## config.mk

```make
export PLATFORM = sky130hd
export DESIGN_NAME = serial_link_ctrl
export DESIGN_NICKNAME = d
export VERILOG_FILES = /design/src/rtl/serial_link_pkg.sv /design/src/rtl/serial_link_ctrl_rr_arbiter.sv /design/src/rtl/serial_link_ctrl.sv
export SDC_FILE = /design/constraint.sdc
export NUM_CORES = 1
export LEC_CHECK = 0
export CAP_MARGIN = 25
export CORE_MARGIN = 1
export CORE_UTILIZATION = 35
export CTS_BUF_LIST = sky130_fd_sc_hd__clkbuf_16
export DETAILED_ROUTE_END_ITERATION = 7
export MAX_ROUTING_LAYER = met4
export PLACE_DENSITY = 0.68
export SETUP_SLACK_MARGIN = 0.15
export SYNTH_ARGS = -nofsm -noshare
export SYNTH_HDL_FRONTEND = slang
export SYNTH_SLANG_ARGS = --single-unit
```

## constraint.sdc

```tcl
create_clock -name CLOCK_50 -period 2.65 [get_ports CLOCK_50]
set_input_delay 0.795 -clock CLOCK_50 [delete_from_list [all_inputs] [get_ports CLOCK_50]]
set_output_delay 0.795 -clock CLOCK_50 [all_outputs]
set_load 0.03 [all_outputs]
```

## src/rtl/serial_link_pkg.sv

```systemverilog
// Shared types and widths for the half-duplex serial link controller and datapath.
package serial_link_pkg;

  localparam int unsigned BYTE_W = 8;

  typedef enum logic [1:0] {
    IDLE,
    START,
    WAIT_BUSY,
    WAIT_DONE
  } state_t;

endpackage

```

## src/rtl/serial_link_ctrl_rr_arbiter.sv

```systemverilog
// Combinational round-robin pick: first set candidate at or after ptr, wrapping.
module rr_arbiter #(
  parameter int unsigned N_REQ = 2,
  parameter int unsigned IDX_W = $clog2(N_REQ)
) (
  input  logic [N_REQ-1:0] cand,
  input  logic [IDX_W-1:0] ptr,
  output logic             grant_valid,
  output logic [IDX_W-1:0] grant_idx
);

  localparam int unsigned SUM_W = IDX_W + 1;

  logic [SUM_W-1:0] pos;

  // Scan ptr, ptr+1, ... modulo N_REQ and keep the first hit
  always_comb begin
    grant_valid = 1'b0;
    grant_idx   = '0;
    pos         = '0;
    for (int unsigned k = 0; k < N_REQ; k++) begin
      pos = {1'b0, ptr} + SUM_W'(k);
      if (pos >= SUM_W'(N_REQ)) begin
        pos = pos - SUM_W'(N_REQ);
      end
      if (!grant_valid && cand[pos[IDX_W-1:0]]) begin
        grant_valid = 1'b1;
        grant_idx   = pos[IDX_W-1:0];
      end
    end
  end

endmodule

```

## src/rtl/serial_link_ctrl.sv

```systemverilog
// Transmit arbitration/sequencing and receive holding register for the serial link.
module serial_link_ctrl
  import serial_link_pkg::*;
#(
  parameter int unsigned N_REQ         = 2,
  parameter int unsigned GUARD_CYCLES  = 32,
  parameter int unsigned START_TIMEOUT = 16
) (
  input  logic                     CLOCK_50,
  input  logic                     reset,
  input  logic [N_REQ-1:0]         req,
  input  logic [BYTE_W*N_REQ-1:0]  req_data,
  output logic [N_REQ-1:0]         ack,
  output logic                     tx_start,
  output logic [BYTE_W-1:0]        tx_data,
  input  logic                     tx_busy,
  input  logic                     rx_active,
  input  logic                     rx_valid,
  input  logic [BYTE_W-1:0]        rx_data,
  output logic [BYTE_W-1:0]        rx_byte,
  output logic                     rx_ready,
  input  logic                     rx_ack,
  input  logic                     clr_flags,
  output logic                     rx_overflow,
  output logic                     tx_err,
  output logic                     is_sending,
  output logic                     is_receiving
);

  localparam int unsigned IDX_W = $clog2(N_REQ);
  localparam int unsigned GRD_W = $clog2(GUARD_CYCLES + 1);
  localparam int unsigned TMO_W = $clog2(START_TIMEOUT + 1);

  state_t             state, state_next;
  logic [IDX_W-1:0]   rr_ptr, rr_ptr_next;
  logic [IDX_W-1:0]   cur_idx, cur_idx_next;
  logic [BYTE_W-1:0]  tx_data_next;
  logic               tx_start_next;
  logic [N_REQ-1:0]   ack_next;
  logic [TMO_W-1:0]   tmo_cnt, tmo_cnt_next;
  logic               err_set;
  logic [GRD_W-1:0]   guard_cnt;
  logic               eligible;
  logic [N_REQ-1:0]   cand;
  logic               grant_valid;
  logic [IDX_W-1:0]   grant_idx;
  logic [BYTE_W-1:0]  grant_data;

  // The requester being acked this cycle is masked so its dropping req is not re-granted
  assign cand     = req & ~ack;
  assign eligible = (guard_cnt == '0) && !rx_active;

  assign is_sending   = (state != IDLE);
  assign is_receiving = rx_active;

  rr_arbiter #(
    .N_REQ (N_REQ),
    .IDX_W (IDX_W)
  ) u_arb (
    .cand        (cand),
    .ptr         (rr_ptr),
    .grant_valid (grant_valid),
    .grant_idx   (grant_idx)
  );

  // Select the byte of the granted requester
  always_comb begin
    grant_data = '0;
    for (int unsigned i = 0; i < N_REQ; i++) begin
      if (grant_idx == IDX_W'(i)) begin
        grant_data = req_data[i*BYTE_W +: BYTE_W];
      end
    end
  end

  // Next-state and next registered-output logic of the transmit sequencer
  always_comb begin
    state_next    = state;
    rr_ptr_next   = rr_ptr;
    cur_idx_next  = cur_idx;
    tx_data_next  = tx_data;
    tx_start_next = 1'b0;
    ack_next      = '0;
    tmo_cnt_next  = tmo_cnt;
    err_set       = 1'b0;
    case (state)
      IDLE: begin
        if (eligible && grant_valid) begin
          state_next    = START;
          cur_idx_next  = grant_idx;
          tx_data_next  = grant_data;
          tx_start_next = 1'b1;
          rr_ptr_next   = (grant_idx == IDX_W'(N_REQ - 1)) ? '0 : grant_idx + IDX_W'(1);
        end
      end
      START: begin
        state_next   = WAIT_BUSY;
        tmo_cnt_next = '0;
      end
      WAIT_BUSY: begin
        if (tx_busy) begin
          state_next = WAIT_DONE;
        end else if (tmo_cnt == TMO_W'(START_TIMEOUT - 1)) begin
          state_next        = IDLE;
          err_set           = 1'b1;
          ack_next[cur_idx] = 1'b1;
        end else begin
          tmo_cnt_next = tmo_cnt + TMO_W'(1);
        end
      end
      WAIT_DONE: begin
        if (!tx_busy) begin
          state_next        = IDLE;
          ack_next[cur_idx] = 1'b1;
        end
      end
      default: state_next = IDLE;
    endcase
  end

  // Sequencer state and registered transmit outputs
  always_ff @(posedge CLOCK_50) begin
    if (reset) begin
      state    <= IDLE;
      rr_ptr   <= '0;
      cur_idx  <= '0;
      tx_data  <= '0;
      tx_start <= 1'b0;
      ack      <= '0;
      tmo_cnt  <= '0;
      tx_err   <= 1'b0;
    end else begin
      state    <= state_next;
      rr_ptr   <= rr_ptr_next;
      cur_idx  <= cur_idx_next;
      tx_data  <= tx_data_next;
      tx_start <= tx_start_next;
      ack      <= ack_next;
      tmo_cnt  <= tmo_cnt_next;
      if (err_set) begin
        tx_err <= 1'b1;
      end else if (clr_flags) begin
        tx_err <= 1'b0;
      end
    end
  end

  // Turnaround guard: reload while receiving, then count down to zero
  always_ff @(posedge CLOCK_50) begin
    if (reset) begin
      guard_cnt <= GRD_W'(GUARD_CYCLES);
    end else if (rx_active) begin
      guard_cnt <= GRD_W'(GUARD_CYCLES);
    end else if (guard_cnt != '0) begin
      guard_cnt <= guard_cnt - GRD_W'(1);
    end
  end

  // One-deep receive holding register with sticky overflow
  always_ff @(posedge CLOCK_50) begin
    if (reset) begin
      rx_byte     <= '0;
      rx_ready    <= 1'b0;
      rx_overflow <= 1'b0;
    end else begin
      if (rx_valid) begin
        if (!rx_ready || rx_ack) begin
          rx_byte  <= rx_data;
          rx_ready <= 1'b1;
        end
      end else if (rx_ack) begin
        rx_ready <= 1'b0;
      end
      if (rx_valid && rx_ready && !rx_ack) begin
        rx_overflow <= 1'b1;
      end else if (clr_flags) begin
        rx_overflow <= 1'b0;
      end
    end
  end

endmodule
```

==> results of run 1 <==
state kept, by name, summed over array words and instances (netlist names), 2 cells and up:
name       count
state          2
guard_cnt      6
tmo_cnt        5
rx_byte        8
ack            2
tx_data        8
cell families (layout without fill, tap and decap cells):
kind of cell             Yosys count  count (layout)  share of synthesized area (%)
flip-flops                        37              37                           45.7
AO/OA/AOI/OAI                     23              23                           13.9
multiplexers                      19              19                           11.7
buffers and inverters             14              74                           4.25
AND/OR/NAND/NOR                   61              61                           18.1
XOR/XNOR                           6               6                           3.24
adder cells (fa/ha/maj)            4               4                           3.09
cells in the final DEF (no fill, tap or decap), types with 3 or more instances in the layout:
| master | instances |
|---|---|
| a211oi_2 | 9 |
| a21oi_1 | 5 |
| buf_4 | 5 |
| clkbuf_16 | 5 |
| clkdlybuf4s50_1 | 55 |
| dfxtp_1 | 37 |
| ha_1 | 4 |
| inv_1 | 5 |
| mux2i_1 | 19 |
| nand2_1 | 3 |
| nand2b_1 | 5 |
| nor2_1 | 35 |
| nor2b_1 | 4 |
| nor3_1 | 6 |
| xnor2_1 | 3 |
| xor2_1 | 3 |
critical path: cells and delay by family:
family	cells	cell delay, ns
buffers and inverters	3	0.77
stage by stage:
step / power (mW) / worst slack [ns] / util [%] / instance area [µm²] / std cells
after floorplan: 0.743 / 0.655 / - / 1620 / 164
after global placement: 0.836 / 0.132 / 50.8 / 2240 / 268
after detailed placement: 0.838 / 0.120 / 50.8 / 2240 / 268
after CTS: 1.50 / 0.280 / 54.6 / 2410 / 276
after global routing: 1.55 / 0.262 / 54.6 / 2410 / 276
final: 1.48 / 0.290 / 54.6 / 2410 / 276
final cells by class:
cell class	count	area, µm²	share of cell area (%)
multi-input cells	113	811	33.6
flip-flops and latches	37	741	30.7
repair buffers	61	608	25.2
clock buffers	5	125	5.19
well taps	52	65.1	2.70
clock inverters	3	41.3	1.71
inverters	5	18.8	0.779
metal layers:
layer,part of all wire [%],vias up
met4,1.8,0
met1,45,574
met3,7.9,6
met2,45,41
met5,0,-
li1,-,678
power by group:
part	internal, mW	switching [mW]
Clock	0.440	0.216
Combinational	0.121	0.106
Sequential	0.581	0.0167
final timing paths:
kind / to / from / slack (ns) / depth (start not counted)
max: is_receiving / rx_active / 0.29 / 3
min: tmo_cnt[4] / tmo_cnt[4] / 0.49 / 2
max reg2reg: tmo_cnt[3] / tmo_cnt[0] / 0.81 / 8
min reg2reg: tmo_cnt[4] / tmo_cnt[4] / 0.49 / 2
==> flow_metrics.tcl, run 1 <==
set metrics [dict create \
    hold_viol_final 0 \
    num_io_pins 57 \
    start_util_pct 36.7 \
    vias 1299 \
    synth_area_leader_cell "dfxtp_1" \
    cts-root-buf "clkbuf_16" \
    grt-ovfl-total 0 \
    ys.flop_type "dfxtp_1" \
    worstPathRequired_ns 1.86 \
    cts.repair.resized 0 \
    crit_path_end_kind "output pin" \
    antenna_found_initial 0 \
    drt_iter0_drc 57 \
    die_area_um2 4910 \
    power-per-cell-area_nw_per_um2 614 \
    seq_area_frac_synth_pct 45.7 \
    ctsHoldBuffers 0 \
    power.leakage_nw 0.910 \
    antennaDiodeCount 0 \
    gp_congestion 0.713 \
    cts_setup_buffers 0 \
    synthTopCellsByCount "dfxtp_1 (37), nor2_1 (35), mux2i_1 (19)" \
    drt-pass1-iter-count 4 \
    finClkSkew_ns 0.00364 \
    met3_usage_pct 5.63 \
    dp_hpwl_mm 2.23 \
    worst_path_largest_cell_delay_ns 0.49 \
    slew_viol_final 0 \
    grt_most_used_layer "met2" \
    syn_area_per_cell_um2 9.88 \
    status "finished clean" \
    area_growth_pct 48.7 \
    synth-async-reset-ratio_pct 0 \
    core.rowCount 24 \
    clock_path_buffers 2 \
    grt_pass1_wl_mm 5.38 \
    use_met2_pct 22.0 \
    chipHeight_um 70.0 \
    grt_pass1_vias 1231 \
    synth_nets 201 \
    synth_edf_count 0 \
    crit_fanout 4 \
    h-tree-depth 2 \
    cts_buffers 5 \
    crit_type "primary input to output pin" \
    arrival_ns 1.57 \
    fmax_ghz 0.424 \
    tightest_slew_ns 0.479 \
    irDropWorstVdd_mv 0.413 \
    ant_nets 0 \
    chipWidth_um 70.0 \
    hold_class "flip-flop to flip-flop" \
    clk_latency_ns 0.28 \
    fin_crit_sh_pct 89.1 \
    fillers 411 \
    worstPathCellList "clkdlybuf4s50_1 -> buf_4 -> buf_4" \
    timing.hold.ws_ns 0.485 \
    slowest_stage "clkdlybuf4s50_1" \
    path_clk_slew_ns 0.05 \
    synth.top_cells.by_area "dfxtp_1 (46%), mux2i_1 (12%), nor2_1 (8.1%)" \
    numPortBuffers 56 \
    grt_util_met1_pct 17.1 \
    wirelength_mm 3.08 \
    grt_max_degree 22 \
    fin_nets 260 \
    synth_most_common_cell "dfxtp_1" \
    yosys_warnings 0 \
    wire_per_inst_um 11.2 \
    cts_sinks 37 \
    core_um2 4410 \
    ys_seq_elements 37 \
    final-setup-viol-count 0 \
    cts_tree "yes" \
    synth.top_cell.area_share_pct 45.7 \
    max_cap_viol_count 0 \
    viasPerCell 4.71 \
    rsz0062_at_grt "no" \
    startpoint_type "primary input" \
    relSlewSlack_pct 68.1 \
    drc 0 \
    drive_above_1_share_pct 12.5 \
    grt_usage_pct 14.5 \
    period_needed_ns 2.36 \
    fin_setup_tns_ns 0 \
    cpMostUsedCell "buf_4" \
    syn-instance-count 164 \
    netlist_area_um2 1620 \
    synth_cell_types 31 \
]
Power figures use the tool's default switching activity.
==> inputs of run 2 (changes only) <==
--- a/config.mk
+++ b/config.mk
@@ -5,14 +5,17 @@
 export SDC_FILE = /design/constraint.sdc
 export NUM_CORES = 1
 export LEC_CHECK = 0
+export ABC_CLOCK_PERIOD_IN_PS = 2650
 export CAP_MARGIN = 25
 export CORE_MARGIN = 1
 export CORE_UTILIZATION = 35
 export CTS_BUF_LIST = sky130_fd_sc_hd__clkbuf_16
+export CTS_CLUSTER_SIZE = 28
 export DETAILED_ROUTE_END_ITERATION = 7
 export MAX_ROUTING_LAYER = met4
 export PLACE_DENSITY = 0.68
 export SETUP_SLACK_MARGIN = 0.15
+export SLEW_MARGIN = 5
 export SYNTH_ARGS = -nofsm -noshare
 export SYNTH_HDL_FRONTEND = slang
 export SYNTH_SLANG_ARGS = --single-unit
==> results of run 2 <==
No change in the layout: final DEF, timing and power equal those of run 1.
==> inputs of run 3 (changes only) <==
--- a/config.mk
+++ b/config.mk
@@ -8,12 +8,11 @@
 export ABC_CLOCK_PERIOD_IN_PS = 2650
 export CAP_MARGIN = 25
 export CORE_MARGIN = 1
-export CORE_UTILIZATION = 35
+export CORE_UTILIZATION = 44
 export CTS_BUF_LIST = sky130_fd_sc_hd__clkbuf_16
-export CTS_CLUSTER_SIZE = 28
 export DETAILED_ROUTE_END_ITERATION = 7
 export MAX_ROUTING_LAYER = met4
-export PLACE_DENSITY = 0.68
+export PLACE_DENSITY = 0.81
 export SETUP_SLACK_MARGIN = 0.15
 export SLEW_MARGIN = 5
 export SYNTH_ARGS = -nofsm -noshare
==> run 3 against run 2 <==
  * Worst setup slack improved by 0.0092 ns
  * Non-clock buffer count is the same
  * Die area shrank 20%
  * Power decreased by 7.0%
  * First-iteration DRC count fell by 30%
  * Global-route usage up 4.9 points
  * Design area fell by 2.0%
  * Largest cell class unchanged
==> flow_metrics.tcl, run 3 (synthesized netlist as in run 1, its figures left out) <==
set metrics [dict create \
    timing.hold.ws_ns 0.452 \
    viasPerCell 4.97 \
    grt_usage_pct 19.4 \
    grt_pass1_vias 1382 \
    wl_met1_mm 1.45 \
    drt_iter0_drc 40 \
    final_cell_mix "clkdlybuf4s50_1 (55), dfxtp_1 (37), nor2_1 (35)" \
    final_area_um2 2360 \
    chipHeight_um 62.7 \
    arrival_ns 1.56 \
    startpoint_type "flip-flop" \
    hold_class "flip-flop to flip-flop" \
    crit_path_end "is_sending" \
    crit_path_end_kind "output pin" \
    numPortBuffers 56 \
    gp_congestion 0.708 \
    cts_sinks 37 \
    dp_hpwl_mm 2.52 \
    fin_cells 270 \
    wl_met2_mm 1.75 \
    cp-startpoint "state[0]" \
    num_io_pins 57 \
    path_clk_slew_ns 0.05 \
    ant_nets 0 \
    highest_layer "met4" \
    worstPathRequired_ns 1.86 \
    clk_latency_ns 0.28 \
    antennaDiodeCount 0 \
    slew_viol_final 0 \
    power-per-cell-area_nw_per_um2 583 \
    tightest_slew_ns 0.480 \
    h-tree-depth 2 \
    fin_nets 260 \
    vias 1342 \
    cts_buffers 5 \
    rsz0062_at_grt "no" \
    core.rowCount 21 \
    ctsHoldBuffers 0 \
    power_mw 1.38 \
    core_um2 3440 \
    cts-root-buf "clkbuf_16" \
    wl_met3_um 166 \
    power.leakage_nw 0.899 \
    crit_type "flip-flop to output pin" \
    hold_viol_final 0 \
    chipWidth_um 62.7 \
    fmax_ghz 0.425 \
    r2r_cells 8 \
    final-setup-viol-count 0 \
    clock_path_buffers 2 \
    wirelength_mm 3.45 \
    cts_tree "yes" \
    drc 0 \
    wire_per_inst_um 12.8 \
    r2r_end "tmo_cnt[2]" \
    cts.repair.resized 0 \
    die_area_um2 3930 \
    cts_setup_buffers 0 \
    final_common_cell "clkdlybuf4s50_1" \
    dp_cells 262 \
    grt_pass1_wl_mm 5.83 \
    fin_crit_sh_pct 88.7 \
    antenna_found_initial 0 \
    drt-pass1-iter-count 4 \
    placed_cell_area_um2 2220 \
    grt_max_degree 35 \
    r2r_setup_slack_ns 0.71 \
    area_growth_pct 45.7 \
    irDropWorstVdd_mv 0.327 \
    fillers 270 \
    relSlewSlack_pct 68.0 \
    finClkSkew_ns 0.00467 \
    crit_fanout 8 \
    start_util_pct 47.1 \
    reg_top3 "rx_byte: 8 flops, tx_data: 8 flops, guard_cnt: 6 flops" \
    grt-ovfl-total 0 \
    period_needed_ns 2.35 \
    crit-reg2reg-launch "tmo_cnt[0]" \
    multi_input_area_um2 811 \
    status "finished clean" \
    fin_setup_tns_ns 0 \
    regArea_um2 741 \
    drive_above_1_share_pct 12.1 \
    max_cap_viol_count 0 \
]
## run 3: power by group
group,total [mW],switching (mW),internal (mW)
Clock,0.549,0.210,0.339
Sequential,0.598,0.0175,0.581
Combinational,0.229,0.109,0.120
## run 3: through the flow
stage               util (%)  setup WS [ns]
floorplan                  -          0.655
global placement        64.6          0.126
detailed placement      64.6         0.0818
CTS                     68.6          0.290
global route            68.6          0.244
finish                  68.6          0.299
## run 3: worst max-delay path: stages (launching register included)
cell	delay (ns)
dfxtp_1	0.37
or2_2	0.32
clkdlybuf4s50_1	0.59
## run 3: layer usage
layer / track usage [%] / up-vias
met5: - / -
met4: 6.98 / 0
met3: 7.12 / 9
met2: 35.1 / 39
met1: 18.7 / 613
li1: - / 681
## run 3: how the worst min path moves through the flow
stage	slack (ns)	to	cells after the start	from
detailed placement	0.45	ack[0]	1	cur_idx
finish	0.45	ack[0]	1	cur_idx
CTS	0.46	ack[0]	1	cur_idx
global route	0.49	ack[0]	1	cur_idx
floorplan	0.42	ack[0]	1	cur_idx
global placement	0.43	ack[0]	1	cur_idx
## run 3: area by class of cell
class	instances	share of cell area, %
Sequential cell	37	31.4
Clock inverter	3	0.530
Tap cell	46	2.44
Clock buffer	5	5.30
Inverter	5	0.795
Multi-Input combinational cell	113	34.3
Timing Repair Buffer	61	25.2
